==> config.mk <==
export PLATFORM = sky130hd
export DESIGN_NAME = sound_arbiter
export DESIGN_NICKNAME = d
export VERILOG_FILES = /design/src/rtl/sound_arbiter.sv
export SDC_FILE = /design/constraint.sdc
export NUM_CORES = 1
export LEC_CHECK = 0
export ABC_CLOCK_PERIOD_IN_PS = 3030
export BUFFER_PORTS_ARGS = -buffer_cell sky130_fd_sc_hd__buf_2
export CORE_UTILIZATION = 55
export DETAILED_ROUTE_END_ITERATION = 7
export GPL_TIMING_DRIVEN = 1
export PLACE_DENSITY = 0.74
export SLEW_MARGIN = 40
export SYNTH_ARGS = -nofsm -noshare
export SYNTH_HDL_FRONTEND = slang
export SYNTH_SLANG_ARGS = --single-unit
==> constraint.sdc <==
create_clock -name CLK_1MHZ -period 3.03 [get_ports CLK_1MHZ]
set_input_delay 0.606 -clock CLK_1MHZ [delete_from_list [all_inputs] [get_ports CLK_1MHZ]]
set_output_delay 0.606 -clock CLK_1MHZ [all_outputs]
set_load 0.02 [all_outputs]
==> src/rtl/sound_arbiter.sv <==
// ============================================================================
// sound_arbiter : fixed-priority sharing of the piezo tone generator among
//                 alarm melody, timer beeps and key clicks.
// Revision      : 1.0  initial release
// ============================================================================
`default_nettype none

module sound_arbiter #(
    parameter int unsigned NOTE_CYC    = 500000,
    parameter int unsigned BEEP_CYC    = 200000,
    parameter int unsigned CLICK_CYC   = 50000,
    parameter int unsigned TIMER_BEEPS = 3
) (
    input  logic       CLK_1MHZ,
    input  logic       RESETN,
    input  logic       ALARM_REQ,
    input  logic       TIMER_REQ,
    input  logic       KEY_REQ,
    output logic [2:0] NOTE,
    output logic       TONE_EN,
    output logic [2:0] GNT,
    output logic       BUSY
);

    localparam logic [19:0] c_NOTE_LAST  = 20'(NOTE_CYC - 1);
    localparam logic [19:0] c_BEEP_LAST  = 20'(BEEP_CYC - 1);
    localparam logic [19:0] c_CLICK_LAST = 20'(CLICK_CYC - 1);
    localparam logic [2:0]  c_BEEPS      = 3'(TIMER_BEEPS);

    typedef enum logic [2:0] {
        S_IDLE  = 3'd0,
        S_ALARM = 3'd1,
        S_T_ON  = 3'd2,
        S_T_OFF = 3'd3,
        S_CLICK = 3'd4
    } state_t;

    state_t      state_q, state_d;
    logic [2:0]  note_q,  note_d;
    logic [19:0] dur_q,   dur_d;
    logic [2:0]  beep_q,  beep_d;
    logic        pend_q,  pend_d;
    logic        tone_q,  tone_d;
    logic [2:0]  gnt_q,   gnt_d;
    logic        busy_q,  busy_d;

    always_ff @(posedge CLK_1MHZ or negedge RESETN) begin
        if (!RESETN) begin
            state_q <= S_IDLE;
            note_q  <= 3'd0;
            dur_q   <= 20'd0;
            beep_q  <= 3'd0;
            pend_q  <= 1'b0;
            tone_q  <= 1'b0;
            gnt_q   <= 3'b000;
            busy_q  <= 1'b0;
        end else begin
            state_q <= state_d;
            note_q  <= note_d;
            dur_q   <= dur_d;
            beep_q  <= beep_d;
            pend_q  <= pend_d;
            tone_q  <= tone_d;
            gnt_q   <= gnt_d;
            busy_q  <= busy_d;
        end
    end

    always_comb begin
        state_d = state_q;
        note_d  = note_q;
        dur_d   = dur_q + 20'd1;
        beep_d  = beep_q;
        pend_d  = pend_q;
        tone_d  = 1'b0;
        gnt_d   = 3'b000;

        // A running timer sequence ignores new expiries; they never stack.
        if (TIMER_REQ && state_q != S_T_ON && state_q != S_T_OFF) begin
            pend_d = 1'b1;
        end

        case (state_q)
            S_IDLE: begin
                dur_d = 20'd0;
                if (ALARM_REQ) begin
                    state_d = S_ALARM;
                    note_d  = 3'd0;
                end else if (pend_q || TIMER_REQ) begin
                    state_d = S_T_ON;
                    beep_d  = 3'd1;
                end else if (KEY_REQ) begin
                    state_d = S_CLICK;
                end
            end
            S_ALARM: begin
                if (!ALARM_REQ) begin
                    dur_d   = 20'd0;
                    beep_d  = 3'd1;
                    state_d = (pend_q || TIMER_REQ) ? S_T_ON : S_IDLE;
                end else if (dur_q == c_NOTE_LAST) begin
                    dur_d  = 20'd0;
                    note_d = note_q + 3'd1;
                end
            end
            S_T_ON: begin
                if (ALARM_REQ) begin
                    state_d = S_ALARM;
                    dur_d   = 20'd0;
                    note_d  = 3'd0;
                end else if (dur_q == c_BEEP_LAST) begin
                    dur_d = 20'd0;
                    if (beep_q == c_BEEPS) begin
                        state_d = S_IDLE;
                        pend_d  = 1'b0;
                    end else begin
                        state_d = S_T_OFF;
                    end
                end
            end
            S_T_OFF: begin
                if (ALARM_REQ) begin
                    state_d = S_ALARM;
                    dur_d   = 20'd0;
                    note_d  = 3'd0;
                end else if (dur_q == c_BEEP_LAST) begin
                    dur_d   = 20'd0;
                    beep_d  = beep_q + 3'd1;
                    state_d = S_T_ON;
                end
            end
            S_CLICK: begin
                if (ALARM_REQ) begin
                    state_d = S_ALARM;
                    dur_d   = 20'd0;
                    note_d  = 3'd0;
                end else if (dur_q == c_CLICK_LAST) begin
                    dur_d   = 20'd0;
                    state_d = S_IDLE;
                end
            end
            default: begin
                state_d = S_IDLE;
                dur_d   = 20'd0;
            end
        endcase

        // Outputs are registered, so decode them from the next state.
        busy_d = (state_d != S_IDLE);
        case (state_d)
            S_ALARM: begin
                tone_d = 1'b1;
                gnt_d  = 3'b100;
            end
            S_T_ON: begin
                note_d = 3'd7;
                tone_d = 1'b1;
                gnt_d  = 3'b010;
            end
            S_T_OFF: begin
                note_d = 3'd7;
                gnt_d  = 3'b010;
            end
            S_CLICK: begin
                note_d = 3'd4;
                tone_d = 1'b1;
                gnt_d  = 3'b001;
            end
            default: begin
                note_d = 3'd0;
            end
        endcase
    end

    assign NOTE    = note_q;
    assign TONE_EN = tone_q;
    assign GNT     = gnt_q;
    assign BUSY    = busy_q;

endmodule

`default_nettype wire

## Word level (Yosys, flattened, before mapping)

Cells that the tools add are included.

| operators by class | value |
|---|---|
| reduce and logical (&&, ||, !) cells | 12 |
| $add $sub $neg | 3 |
| muxes and demuxes | 38 |
| equal/unequal tests | 23 |

Operator list:

| kind | count |
|---|---|
| two-way mux 20 bit | 6 |
| case mux 20 bit (3 select lines) | 1 |
| two-way mux 3 bit | 18 |
| case mux 3 bit (3 select lines) | 3 |
| adder 20 x 1 -> 20 bit (second input constant) | 1 |
| == test 20 x 16 -> 1 bit (second input constant) | 1 |
| == test 20 x 18 -> 1 bit (second input constant) | 1 |
| == test 20 x 19 -> 1 bit (second input constant) | 1 |
| == test 3 x 2 -> 1 bit (second input constant) | 5 |
| case mux 3 bit (5 select lines) | 1 |
| != test 2 bit (second input constant) | 5 |
| != test 3 x 2 -> 1 bit (second input constant) | 3 |
| != test 3 bit (second input constant) | 3 |
| adder 3 x 1 -> 3 bit (second input constant) | 2 |
| == test 3 x 1 -> 1 bit (second input constant) | 2 |
| == test 3 bit (second input constant) | 2 |
| two-way mux 1 bit | 6 |
| case mux 3 bit (2 select lines) | 1 |
| AND reduction 6 bit | 1 |
| nonzero test 3 bit | 2 |
| two-way mux 2 bit | 2 |
| AND reduction 4 bit | 1 |
| OR reduction 2 bit | 2 |
| OR reduction 4 bit | 1 |
| other kinds (4) | 5 |

| word-level totals | value |
|---|---|
| logic and storage cells | 84 |
| output and inout bits | 8 |
| input bits | 5 |
| register bits after elaboration | 35 |

## Longest topological paths before layout

Gate-level depths: netlist of run 1.

| depth | value |
|---|---|
| depth after elaboration | 8 |
| mapped depth | 7 |
| depth with buffers taken out | 6 |

## Least setup slack after synthesis of run 1

Ideal clock, no wire load.

| timing | value |
|---|---|
| kind | reg2reg |
| from | register dur_q[13] |
| to | register tone_q (netlist: TONE_EN) |
| required time | 2902 ps |
| stages on the path, launching flop included | 6 |
| setup time | 128 ps |
| arrival | 2110 ps |
| buffers on the path | 0 |
| period minus slack after synthesis | 2237 ps |
| slack | 793 ps |
| cells stage by stage | dfrtp_1 -> or4_4 -> or4b_4 -> or4_1 -> a21oi_1 -> o21ai_0 |

| on the way | value |
|---|---|
| word-level cells in the longest chain between the ends | 7 |
| elaborated cells on any way between the ends | 14 |
| classes of those cells | eq/ne (5); mux (8); reduce/logical (1) |

RTL lines:

| item | line | RTL |
|---|---|---|
| start, declared | 40 | `logic [19:0] dur_q, dur_d;` |
| start signal, assigned | 60 | `dur_q <= dur_d;` |
| == test 20 x 16 -> 1 bit / == test 20 x 18 -> 1 bit (equally long branches) | 137, 111, 126 |  |
| two-way mux 3 bit, on equally long branches | 137, 111, 126 |  |
| two-way mux 3 bit, on equally long branches | 133, 107, 122 |  |
| case mux 3 bit (5 select lines) * | 83 | `case (state_q)` |
| == test 3 bit, or another cell as far along | 150 | `case (state_d)` |
| OR reduction 3 bit (no line) * | n/a |  |
| two-way mux 1 bit * | 150 |  |
| via tone_d | 43 | `logic tone_q, tone_d;` |
| end signal, assigned | 63 | `tone_q <= tone_d;` |
| end, declared | 43 |  |

The timed path passes the listed nets; every way through them passes the cells marked *.
A chain may end at the register's enable or synchronous reset.

## Worst setup path after layout of run 1

| timing | value |
|---|---|
| from | register dur_q[13] |
| to | register beep_q[1] |

| on the way | value |
|---|---|
| word-level cells in the longest chain between the ends | 3 |

RTL lines:

| item | line | RTL |
|---|---|---|
| == test 20 x 18 -> 1 bit | 126 | `end else if (dur_q == c_BEEP_LAST) begin` |
| != test 2 bit (no line) | n/a |  |
| AND reduction 6 bit (no line) | n/a |  |
| end signal, assigned | 61 | `beep_q <= beep_d;` |
| end, declared | 41 | `logic [2:0] beep_q, beep_d;` |

Every way passes these cells.

==> impl_metrics.ini, run 1 <==
[floorplan]
start_util_pct = 58.87
num_rows = 20
ioPinCount = 13
core_sq_mm = 0.003103
dieArea_sq_mm = 0.003556
dieHeight_microns = 59.63
die_x_microns = 59.63

[detailed_routing]
drt_iter0_drc = 46
wirelength_mm = 3.790
wl_per_cell_microns = 15.60
via_per_inst = 5.996
via_count = 1457
drc = 0
ant_nets = 0
firstDrtPassIters = 4

[grt]
grt_pass1_vias = 1462
grtUsageTotal_pct = 24.85
grt_antenna_before_repair = 0
gr-total-overflow = 0
grt_pass1_wl_mm = 6.251
grt_max_degree = 36

[setup_path]
worstSetupStartpoint = dur_q[13]$_DFF_PN0_
crit_required_ps = 3260
cp-end-kind = flip-flop
crit_type = flip-flop to flip-flop
worstSetupStartpointType = flip-flop
worstReg2RegStart = dur_q[13]$_DFF_PN0_
crit_fanout = 6
cp.arrival_ps = 2640

[placement]
place_worst_setup_slack_ps = 670.7
portBuffers = 12
post-place-cells = 235
gp_congestion = 0.9075
dp_hpwl_mm = 2.675

[clock_network]
htree_levels = 2
clk_pin_slew_ps = 100
cts_sinks = 35
tritoncts = done
postCtsHoldBufs = 0
cts-root-buf = clkbuf_4
post_cts_buffers = 0
clockBufferDepth = 2
insertion_delay_ps = 340
cts_resized = 0
numCtsBuffers = 5

[pwr]
p_clk_share_pct = 28.5
ir_worst_vdd_v = 0.0002350
power_density_mw_per_mm2 = 420.7
internal_power_mw = 0.6157
swShare_pct = 26.31
pwr-share-seq_pct = 60.2
cellLeakagePower_nw = 0.7967
power_frac_comb_pct = 11.3
switching_power_mw = 0.2198

[cells_and_area]
fillers = 286
n_antenna_cell = 0
final_cells = 243
nNetsFinal = 207
final_core_util_pct = 63.99
final_cell_mix = dfrtp_1, a21oi_1, nand2_1
layout-drive-gt1-share_pct = 16.58
final_common_cell = dfrtp_1
syn_to_final_growth_pct = 8.698

[timing]
fin_skew_ps = 9.201
final.min_clock_period_ps = 2414
max_slew.worst_pin.slew_ps = 639.4
finalHoldViolCount = 0
rsz0062_at_grt = false
slew_violations = 0
tns_ps = 0
fmax_ghz = 0.4143
holdWs_ps = 203.8
relSlewSlack_pct = 56.98
setup_viol = 0
fin_crit_sh_pct = 79.67
worst_slack_ps = 616.1

[logic_synthesis]
yosysSeqAreaShare_pct = 47.95
ys_seq_elements = 35
synth_enable_flop_cells = 0
avgSynthCellArea_sq_um = 9.982
async_flop_share_pct = 100.0
synth.cell_area_sq_mm = 0.001827
synthesis.nets = 192
synthCells = 183
synth.distinct_cells = 42
ys.flop_type = dfrtp_1
yosysWarnings = 0

[worst_hold_path]
holdCritPathClass = input port to asynchronous set/reset pin

[run]
maxCapViolCount = 0

[run_status]
status = finished clean
[area by class of cell]
type / count / area [sq um] / area share, %
repair buffers: 14 / 77.57 / 3.907
multi-input cells: 137 / 908.4 / 45.75
flip-flops and latches: 35 / 875.8 / 44.11
inverters: 5 / 18.77 / 0.9452
well taps: 44 / 55.05 / 2.773
clock inverters: 1 / 5.005 / 0.2520
clock buffers: 7 / 45.04 / 2.268
[worst max-delay path, cell delays in order (launching register included)]
cell and delay (ps):
dfrtp_1 450, or4_4 570, nor4b_1 500, a31oi_1 170, nor3_2 240, mux2_2 370
[per-layer routing]
metal  vias to the layer above  part of all wire [%]  routed length [microns]  GRT usage, %
met2                        55                    50                     1907         39.17
met4                         0                   2.3                       89         16.28
met5                         -                     0                        0             0
li1                        694                     -                        -             -
met3                         8                   4.7                      179         9.389
met1                       700                    43                     1613         28.07
[metrics by stage]
step | power (mW) | cell area [sq um]
2_1_floorplan | 0.5707 | 1827
3_3_place_gp | 0.6003 | 1927
3_5_place_dp | 0.6065 | 1927
4_1_cts | 0.8430 | 1977
5_1_grt | 0.8809 | 1986
6_report | 0.8354 | 1986
[cells by family after synthesis]
kind of cell / count (synthesis) / synth area share [%]
DFF: 35 / 47.95
AOI/OAI and AO/OA: 40 / 12.88
muxes: 3 / 1.849
buffers and inverters: 11 / 2.671
and+or+nand+nor: 72 / 23.29
xor gates and xnor gates: 18 / 8.630
adders and majority gates: 4 / 2.740
[power by group through the flow]
stage                     clock network (mW)  registers, mW  logic (mW)
after global placement                     0          0.510      0.0900
after CTS                              0.246          0.503      0.0943
final                                  0.238          0.503      0.0942
after detailed placement                   0          0.512      0.0941
after global routing                   0.269          0.506       0.106
after floorplan                            0          0.515      0.0554
[cell usage after synthesis (3+ instances only)]
cell     instances  area [sq um]
a21oi_1         24         120.1
o21ai_0          4         20.02
xnor2_1          7         61.31
nor2_1           6         22.52
ha_1             4         50.05
nor3_1           7         35.03
nand4_1          5         31.28
inv_1            5         18.77
dfrtp_1         35         875.8
nand2_1         15         56.30
and2_1           4         25.02
buf_2            3         15.01
nand3_1          8         40.04
mux2_2           3         33.78
a31oi_1          3         18.77
nor4_1           4         25.02
xor2_1          11         96.34
[final timing paths]
kind	end	slack [ps]	depth (start not counted)
max	beep_q[1]$_DFFE_PN0P_	620	5
min reg2reg	dur_q[0]$_DFF_PN0_	500	1
min in group CLK_1MHZ	dur_q[0]$_DFF_PN0_	500	1
max reg2reg	beep_q[1]$_DFFE_PN0P_	620	5
min	dur_q[14]$_DFF_PN0_	200	1
max in group asynchronous	dur_q[15]$_DFF_PN0_	2520	1
[registers in the layout, summed over array words and instances (netlist names)]
name / flops
beep_q: 3
state_q: 3
pend_q: 1
dur_q: 20
GNT: 3
NOTE: 3
BUSY: 1
TONE_EN: 1
(Power assumes the default switching activity.)
==> inputs of run 2 (changes only) <==
--- a/config.mk
+++ b/config.mk
@@ -5,9 +5,9 @@
 export SDC_FILE = /design/constraint.sdc
 export NUM_CORES = 1
 export LEC_CHECK = 0
-export ABC_CLOCK_PERIOD_IN_PS = 3030
+export ABC_CLOCK_PERIOD_IN_PS = 1900
 export BUFFER_PORTS_ARGS = -buffer_cell sky130_fd_sc_hd__buf_2
-export CORE_UTILIZATION = 55
+export CORE_UTILIZATION = 53
 export DETAILED_ROUTE_END_ITERATION = 7
 export GPL_TIMING_DRIVEN = 1
 export PLACE_DENSITY = 0.74
==> constraint.sdc (replaced) <==
create_clock -name CLK_1MHZ -period 1.9 [get_ports CLK_1MHZ]
set_input_delay 0.38 -clock CLK_1MHZ [delete_from_list [all_inputs] [get_ports CLK_1MHZ]]
set_output_delay 0.38 -clock CLK_1MHZ [all_outputs]
set_load 0.02 [all_outputs]
==> run 2 against run 1 <==
The run now ends with negative setup slack left. Count of clock-buffer cells in the layout is 1 higher. Cell count is 12% higher. Die area is 3.7% higher. Register-to-register slack got worse by 990 ps. Hold slack improved by 130 ps. Sequential share of layout area decreased by 6.3 points. Routed wire length rose by 9.4%. Critical path type unchanged. Largest cell class unchanged.
==> impl_metrics.ini, run 2 (synthesis results as in run 1) <==
[run_status]
status = complete, but fails checks
failed_checks = negative setup slack

[grt]
gr-total-overflow = 0
grt_max_degree = 36
grt_pass1_wl_mm = 6.865
grt_antenna_before_repair = 0
grtUsageTotal_pct = 25.78
grt_pass1_vias = 1556

[setup_path]
critPathMaxStageDelay_ps = 550
crit_fanout = 3
crit_type = flip-flop to flip-flop
slowest_stage = or4_4
worstSetupStartpointType = flip-flop
worstSetupStartpoint = dur_q[19]$_DFF_PN0_
crit_path_cell_trace = or4_4 > or4b_4 > or4_4 > a21oi_4 > o21ai_1
worstReg2RegStart = dur_q[19]$_DFF_PN0_
cp.arrival_ps = 2520
crit_required_ps = 2140
cp-end-kind = flip-flop
timing.critical_path.mode_cell = or4_4

[floorplan]
core_sq_mm = 0.003153
die_x_microns = 60.71
start_util_pct = 57.94
dieHeight_microns = 60.71
num_rows = 20
ioPinCount = 13
dieArea_sq_mm = 0.003686

[timing]
fin_crit_sh_pct = 119.7
max_slew.worst_pin.slew_ps = 516.6
finalHoldViolCount = 0
fmax_ghz = 0.4396
setup_viol = 32
worst_slack_ps = -375.0
relSlewSlack_pct = 65.29
slew_violations = 0
holdWs_ps = 337.4
rsz0062_at_grt = true
fin_skew_ps = 8.460
final.min_clock_period_ps = 2275

[placement]
gp_congestion = 0.9107
portBuffers = 12
place_worst_setup_slack_ps = -311.1
dp_hpwl_mm = 2.864

[detailed_routing]
met2_length_mm = 2.068
highest_layer = met4
firstDrtPassIters = 4
drt_iter0_drc = 101
via_count = 1566
ant_nets = 0
drc = 0
wl_met1_mm = 1.796
met3_length_microns = 166
wl_per_cell_microns = 15.19
via_per_inst = 5.736
wirelength_mm = 4.146

[clock_network]
cts-root-buf = clkbuf_4
htree_levels = 2
cts_sinks = 35
clockBufferDepth = 2
clk_pin_slew_ps = 110
insertion_delay_ps = 340
tritoncts = done
numCtsBuffers = 5

[worst_hold_path]
holdCritPathClass = input port to flip-flop
hp-start = ALARM_REQ

[cells_and_area]
layout-drive-gt1-share_pct = 32.31
final_cell_mix = dfrtp_1, buf_4, a21oi_1
largest_register_ff_count = 20
nNetsFinal = 237
max_flop_register = dur_q
final_common_cell = dfrtp_1
n_antenna_cell = 0
final_core_util_pct = 73.53
multi_input_area_sq_um = 982.2
syn_to_final_growth_pct = 26.92
fillers = 232
final-seq-area_sq_um = 875.8

[pwr]
cellLeakagePower_nw = 0.9870
total_power_mw = 1.450
ir_worst_vdd_v = 0.0006135
power_density_mw_per_mm2 = 625.2

[run]
maxCapViolCount = 0
[run 2: changes by cell type in the layout (fill, tap and decap cells not counted), sizes merged]
cell	change
buf	+29
clkinv	-1
clkbuf	+1
dlygate4sd3	+1
[run 2: final timing paths]
check / cells after the start / to / slack [ps]
setup / recovery: 5 / TONE_EN$_DFF_PN0_ / -370
hold / removal: 3 / BUSY$_DFF_PN0_ / 340
setup reg to reg: 5 / TONE_EN$_DFF_PN0_ / -370
hold reg to reg: 1 / beep_q[2]$_DFFE_PN0P_ / 530
max in group asynchronous: 2 / dur_q[6]$_DFF_PN0_ / 1080
min in group asynchronous: 2 / state_q[1]$_DFF_PN0_ / 510
[run 2: worst max-delay path: cells and delay by family, from the launching register on]
kind,cells,cell delay [ps]
AND/OR/NAND/NOR,3,1540
AO/OA/AOI/OAI,2,230
flip-flops,1,410
[run 2: layer usage]
layer,global-route usage [%],up-vias
met5,0,-
met3,6.610,14
li1,-,756
met2,43.64,44
met4,10.39,0
met1,31.46,752
[run 2: stage by stage]
stage | setup TNS (ps) | std cells | area, sq um
finish | -6441 | 273 | 2318
global route | -11900 | 273 | 2318
CTS | -5862 | 271 | 2247
detailed placement | -5282 | 263 | 2153
global placement | -4740 | 263 | 2153
floorplan | -4868 | 183 | 1831
[run 2: timing repair]
| item | 4_1_cts | 5_1_grt |
|---|---|---|
| resized for setup | 7 | 10 |
| pin swaps | 1 | 6 |
| buffers inserted | 0 | 1 |
| hold buffers | 0 | 1 |
| hold endpoints to repair | 0 | 35 |
| endpoints found under the setup margin | 32 | 33 |
[run 2: report_power, final]
group	switching [mW]	internal (mW)	total, mW
logic	0.0984	0.0867	0.185
registers	0.0249	0.775	0.800
clock network	0.247	0.218	0.464
total	0.370	1.08	1.45
[run 2: cell type report]
class / instances / share of cell area (%)
Multi-Input combinational cell: 137 / 42.36
Sequential cell: 35 / 37.78
Timing Repair Buffer: 44 / 13.71
Clock buffer: 8 / 2.968
Tap cell: 44 / 2.375
Inverter: 5 / 0.8095
